--- src/rtl/alu_pkg.sv ---
// rtl/alu_pkg.sv - shared state, field and opcode definitions for the ALU instruction sequencer
package alu_pkg;

  typedef enum logic [1:0] {IDLE, READ, EXEC, WB} seq_state_t;

  localparam int OPC_MSB  = 7;
  localparam int OPC_LSB  = 5;
  localparam int DST_BIT  = 4;
  localparam int SRCA_BIT = 3;
  localparam int SRCB_BIT = 2;

  localparam logic [2:0] OP_0 = 3'd0;
  localparam logic [2:0] OP_1 = 3'd1;
  localparam logic [2:0] OP_2 = 3'd2;
  localparam logic [2:0] OP_3 = 3'd3;
  localparam logic [2:0] OP_4 = 3'd4;
  localparam logic [2:0] OP_5 = 3'd5;
  localparam logic [2:0] OP_6 = 3'd6;
  localparam logic [2:0] OP_7 = 3'd7;

  // Wait counters cover READ_LAT up to 7 and ALU_LAT up to 15.
  localparam int RD_CNT_W = 3;
  localparam int EX_CNT_W = 4;

endpackage

--- src/rtl/alu_instr_sequencer_if.sv ---
// rtl/alu_instr_sequencer_if.sv - instruction handshake and bank/ALU control bundle
interface alu_instr_sequencer_if #(
  parameter int INSTR_W = 8
);
  logic               in_valid;
  logic [INSTR_W-1:0] in_instr;
  logic               in_ready;
  logic [INSTR_W-1:0] bank_instr;
  logic               bank_wr;
  logic [2:0]         alu_op;
  logic               alu_go;
  logic               busy;

  modport master (
    output in_valid, in_instr,
    input  in_ready, bank_instr, bank_wr, alu_op, alu_go, busy
  );

  modport slave (
    input  in_valid, in_instr,
    output in_ready, bank_instr, bank_wr, alu_op, alu_go, busy
  );
endinterface

--- src/rtl/seq_down_counter.sv ---
// rtl/seq_down_counter.sv - loadable down-counter with zero flag
module seq_down_counter #(
  parameter int W = 4
) (
  input  logic         clk,
  input  logic         reset,
  input  logic         load,
  input  logic [W-1:0] load_val,
  input  logic         dec,
  output logic         zero
);
  logic [W-1:0] count;

  // Saturates at zero so a stray decrement can never wrap within a state.
  always_ff @(posedge clk) begin
    if (reset)
      count <= '0;
    else if (load)
      count <= load_val;
    else if (dec && !zero)
      count <= count - W'(1);
  end

  assign zero = (count == '0);
endmodule

--- src/rtl/alu_instr_sequencer.sv ---
// rtl/alu_instr_sequencer.sv - multi-cycle bank/ALU instruction sequencer; SEQ_PERF_CNT_EN adds retired_cnt
module alu_instr_sequencer
  import alu_pkg::*;
#(
  parameter int INSTR_W  = 8,
  parameter int READ_LAT = 2,
  parameter int ALU_LAT  = 1,
  parameter int CNT_W    = 16
) (
  input  logic                 clk,
  input  logic                 reset,
  alu_instr_sequencer_if.slave seq
`ifdef SEQ_PERF_CNT_EN
  ,
  output logic [CNT_W-1:0]     retired_cnt
`endif
);
  seq_state_t state, next_state;
  logic xfer, latch_instr, go_next;
  logic rd_load, rd_dec, rd_zero;
  logic ex_load, ex_dec, ex_zero;
  logic [INSTR_W-1:0] bank_instr_q;
  logic alu_go_q;

  assign seq.in_ready   = (state == IDLE) || (state == WB);
  assign seq.busy       = (state != IDLE);
  assign seq.bank_wr    = (state == WB);
  assign seq.alu_go     = alu_go_q;
  assign seq.bank_instr = bank_instr_q;
  assign seq.alu_op     = bank_instr_q[OPC_MSB:OPC_LSB];
  assign xfer           = seq.in_valid && seq.in_ready;

  always_ff @(posedge clk) begin
    if (reset)
      state <= IDLE;
    else
      state <= next_state;
  end

  always_comb begin
    next_state  = state;
    latch_instr = 1'b0;
    rd_load     = 1'b0;
    rd_dec      = 1'b0;
    ex_load     = 1'b0;
    ex_dec      = 1'b0;
    go_next     = 1'b0;
    case (state)
      IDLE: begin
        if (xfer) begin
          latch_instr = 1'b1;
          rd_load     = 1'b1;
          next_state  = READ;
        end
      end
      READ: begin
        rd_dec = 1'b1;
        if (rd_zero) begin
          ex_load    = 1'b1;
          go_next    = 1'b1;
          next_state = EXEC;
        end
      end
      EXEC: begin
        ex_dec = 1'b1;
        if (ex_zero)
          next_state = WB;
      end
      WB: begin
        // Back-to-back issue: the new instruction replaces bank_instr only on the edge leaving WB.
        if (xfer) begin
          latch_instr = 1'b1;
          rd_load     = 1'b1;
          next_state  = READ;
        end else begin
          next_state = IDLE;
        end
      end
      default: next_state = IDLE;
    endcase
  end

  always_ff @(posedge clk) begin
    if (reset) begin
      bank_instr_q <= '0;
      alu_go_q     <= 1'b0;
    end else begin
      if (latch_instr)
        bank_instr_q <= seq.in_instr;
      alu_go_q <= go_next;
    end
  end

  seq_down_counter #(.W(RD_CNT_W)) u_rd_cnt (
    .clk      (clk),
    .reset    (reset),
    .load     (rd_load),
    .load_val (RD_CNT_W'(READ_LAT - 1)),
    .dec      (rd_dec),
    .zero     (rd_zero)
  );

  seq_down_counter #(.W(EX_CNT_W)) u_ex_cnt (
    .clk      (clk),
    .reset    (reset),
    .load     (ex_load),
    .load_val (EX_CNT_W'(ALU_LAT - 1)),
    .dec      (ex_dec),
    .zero     (ex_zero)
  );

`ifdef SEQ_PERF_CNT_EN
  always_ff @(posedge clk) begin
    if (reset)
      retired_cnt <= '0;
    else if (state == WB)
      retired_cnt <= retired_cnt + CNT_W'(1);
  end
`endif
endmodule

--- src/flat_wrapper.sv ---
// flat-port wrapper written by rule: the top's interface ports become plain ports
module alu_instr_sequencer_flat import alu_pkg::*;
#(
  parameter int INSTR_W  = 8,
  parameter int READ_LAT = 2,
  parameter int ALU_LAT  = 1,
  parameter int CNT_W    = 16
)
  (clk, reset, seq_in_valid, seq_in_instr, seq_in_ready, seq_bank_instr, seq_bank_wr, seq_alu_op, seq_alu_go, seq_busy);
  alu_instr_sequencer_if #(.INSTR_W(INSTR_W)) seq_i ();
  input  logic clk;
  input  logic reset;
  input wire logic [$bits(seq_i.in_valid)-1:0] seq_in_valid;
  input wire logic [$bits(seq_i.in_instr)-1:0] seq_in_instr;
  output wire logic [$bits(seq_i.in_ready)-1:0] seq_in_ready;
  output wire logic [$bits(seq_i.bank_instr)-1:0] seq_bank_instr;
  output wire logic [$bits(seq_i.bank_wr)-1:0] seq_bank_wr;
  output wire logic [$bits(seq_i.alu_op)-1:0] seq_alu_op;
  output wire logic [$bits(seq_i.alu_go)-1:0] seq_alu_go;
  output wire logic [$bits(seq_i.busy)-1:0] seq_busy;
  assign seq_i.in_valid = seq_in_valid;
  assign seq_i.in_instr = seq_in_instr;
  assign seq_in_ready = seq_i.in_ready;
  assign seq_bank_instr = seq_i.bank_instr;
  assign seq_bank_wr = seq_i.bank_wr;
  assign seq_alu_op = seq_i.alu_op;
  assign seq_alu_go = seq_i.alu_go;
  assign seq_busy = seq_i.busy;
  alu_instr_sequencer #(.INSTR_W(INSTR_W), .READ_LAT(READ_LAT), .ALU_LAT(ALU_LAT), .CNT_W(CNT_W)) u_core (.clk(clk), .reset(reset), .seq(seq_i));
endmodule
--- config.mk ---
export PLATFORM = sky130hd
export DESIGN_NAME = alu_instr_sequencer_flat
export DESIGN_NICKNAME = d
export VERILOG_FILES = /design/src/rtl/alu_pkg.sv /design/src/rtl/alu_instr_sequencer_if.sv /design/src/rtl/seq_down_counter.sv /design/src/rtl/alu_instr_sequencer.sv /design/src/flat_wrapper.sv
export SDC_FILE = /design/constraint.sdc
export NUM_CORES = 1
export LEC_CHECK = 0
export ABC_CLOCK_PERIOD_IN_PS = 4800
export BUFFER_PORTS_ARGS = -buffer_cell sky130_fd_sc_hd__buf_2
export CORE_MARGIN = 5
export CORE_UTILIZATION = 53
export CTS_CLUSTER_SIZE = 24
export DETAILED_ROUTE_END_ITERATION = 8
export GPL_TIMING_DRIVEN = 0
export PLACE_DENSITY = 0.87
export SYNTH_ARGS = -nofsm -noshare
export SYNTH_HDL_FRONTEND = slang
export SYNTH_SLANG_ARGS = --single-unit
--- constraint.sdc ---
create_clock -name clk -period 4.8 [get_ports clk]
set_clock_uncertainty 0.15 [all_clocks]
set_input_delay 0.24 -clock clk [delete_from_list [all_inputs] [get_ports clk]]
set_output_delay 0.24 -clock clk [all_outputs]
set_load 0.05 [all_outputs]
==> metrics <==
status=finished, final reports clean; type of the worst setup path=reg2reg; DIE WIDTH=50.6 µm; post_cts resized=0; setup repair bufs after CTS=0; Slew headroom=0.677; Reg2Reg Depth=6; fmax=437 MHz; main combinational cell family by area after synthesis=simple AND/OR/NAND/NOR gates; share of cells above drive strength 1=0.258; CP Max Fanout=10; Global Route Usage Sum=0.143; VDD IR-drop max=0.436 mV; IO Pins=26; hold_buf cts=0; worst min path class=in2reg; setup TNS=0 ps; CP startpoint=u_core.state[0]; pin count of the biggest net entering global routing=11; Synth Register Bits=18; initial antenna violation count=0; initial DRC count=8; post-layout min period=2290 ps; CTS root buf=clkbuf_4; startpoint types=flop; Placer Congestion=0.720; detailed-route via count=755; drt first pass iters=4; sequential element share of the synthesized area=0.413; crit path capture type=flop; grt ovf=0; worst-margin pin slew=485 ps; Die Span Y=50.6 µm; Setup violations, final=0; core box area=0.00154 mm²; global-route wire length before repair=2900 µm; clock latency at the later pin of the worst-skew pair=290 ps; Tcrit/Tclk final=0.477; Die Area=0.00256 mm²; Synth Area in Adders=0.100; cell taking the most area after synthesis=dfxtp_1; Leakage=0.503 nW; Layout Area Growth over Synthesis=20.2%; MaxCap Viol Count=0; Synth Area in Simple Gates=0.216; Synth area leaders=dfxtp_1, ha_1, nand2_1; Worst Path Required=4840 ps; Arr. time, crit path=2330 ps; Critical Path Max Stage Delay=440 ps; pwr dens=616 mW/mm²; synth unique cells=29; Fin. Hold Viols=0; Worst-path clk slew=100 ps; CP cell instances=inv_1 -> ha_1 -> nand2b_1 -> clkbuf_1 -> a222oi_1 -> mux2_1; Antenna Nets Post-Route=0; RR Endpoint=u_core.state[0]; RR Startpoint=u_core.state[0]; CTS tree=built; mux share of post-synthesis cell area=0.0358; RSZ-0062 raised after global routing=false; port buffer count=24; Max Slew Vio Count=0; # rows=14; vias in the first global route=710; share of the core filled with cells=0.681; Syn Area/Cell=8.40 µm²; Worst R2R Setup Slack=2510 ps; clock sink total=18; CP max-delay cell=a222oi_1; Layout fillers=129; Post-Synth XOR/XNOR Area=0.0100; total routed wirelength=1680 µm; vias per cell=5.10; Initial Utilization=0.567; Hold Crit Depth=3; synth warn=0; Routed WL per cell=11.4 µm; DR DRC count=0; Num CTS Buffers=3; Synth Area in Compound Gates=0.138; clk buf depth=2; Setup crit end=u_core.state[0]; Synth top area share=0.413; diode count=0; synthesized net count=122; Final #Nets=151; H-tree Lvls=1; post-synthesis cell area=873 µm²; Mapped Cells=104; HPWL after DPL=1280 µm
## worst min-delay path by stage
stage                             start                       end  slack, ps
2_1_floorplan           seq_in_instr[0]  u_core.seq.bank_instr[0]        230
3_3_place_gp   u_core.seq.bank_instr[1]  u_core.seq.bank_instr[1]        290
3_5_place_dp   u_core.seq.bank_instr[0]  u_core.seq.bank_instr[0]        310
4_1_cts                 seq_in_instr[0]  u_core.seq.bank_instr[0]         20
5_1_grt                 seq_in_instr[0]  u_core.seq.bank_instr[0]          3
6_report                seq_in_instr[0]  u_core.seq.bank_instr[0]         20
## layer usage
layer  global-route usage  up-vias  wire length [µm]
met1                0.179      333               762
li1                     -      402                 -
met3               0.0355        5                78
met4               0.0638        0                36
met5                    0        -                 0
met2                0.229       15               806
## where the power goes
part | switching, W | internal, W
clock | 0.0000470 | 0.0000462
combinational | 0.000252 | 0.000102
sequential | 0.0000192 | 0.000179
total | 0.000318 | 0.000328
## cell usage after synthesis (all sizes together)
cell type	number
or3b	1
inv	9
xor2	1
a21o	2
o211ai	1
or4b	1
nor4	1
o21ai	1
a31oi	2
or3	1
mux2i	2
nand3b	1
nand3	3
nor2	4
a21oi	12
dfxtp	18
and3	1
nor2b	1
a222oi	1
nor3	1
nand2	17
buf	4
mux2	1
ha	7
clkbuf	4
a311oi	1
nand2b	6
## area by class of cell
cell class | count | area (µm²) | area share
buffer | 8 | 42.5 | 0.0405
clock buffer | 4 | 36.3 | 0.0346
inverter | 9 | 33.8 | 0.0322
multi-input combinational | 69 | 437 | 0.416
sequential | 18 | 360 | 0.343
tap | 16 | 20.0 | 0.0191
timing repair buffer | 24 | 120 | 0.114
## kinds of logic (layout without fill, tap and decap cells)
logic type / count (synthesis) / in the layout
simple gates: 38 / 38
compound gates: 20 / 20
flops: 18 / 18
buf+inv: 17 / 45
fa+ha+maj: 7 / 7
mux: 3 / 3
xor+xnor: 1 / 1
## critical path: cells and delay by family (launching register included)
kind                       cells  cell delay, ps
AOI/OAI and AO/OA              1             440
DFF                            1             420
muxes                          1             370
adders and majority gates      1             340
buffers and inverters          2             320
and+or+nand+nor                1             150
## placed cells by master, fill, tap and decap left out, types with 4 or more instances in the layout
| master | instances |
|---|---|
| buf_2 | 25 |
| clkbuf_1 | 4 |
| a21oi_1 | 12 |
| nand2b_1 | 6 |
| nand2_1 | 17 |
| inv_1 | 9 |
| ha_1 | 7 |
| dfxtp_1 | 18 |
| nor2_1 | 4 |
## stage by stage
| stage | hold WS, ps | std cells | setup slack [ps] | total power, W | instance area [µm²] |
|---|---|---|---|---|---|
| 2_1_floorplan | 226 | 104 | 2750 | 0.000487 | 873 |
| 3_3_place_gp | 290 | 144 | 2570 | 0.000549 | 1010 |
| 3_5_place_dp | 306 | 144 | 2510 | 0.000559 | 1010 |
| 4_1_cts | 20.9 | 148 | 2490 | 0.000652 | 1050 |
| 5_1_grt | 2.65 | 148 | 2330 | 0.000697 | 1050 |
| 6_report | 22.1 | 148 | 2510 | 0.000647 | 1050 |
## sequential cells by signal, indices dropped and copies added (netlist names)
name,flops
u_core.u_ex_cnt.count,4
u_core.seq.bank_instr,8
u_core.state,2
u_core.u_rd_cnt.count,3
u_core.seq.alu_go,1
No activity file was read; power rests on OpenSTA's default activity.
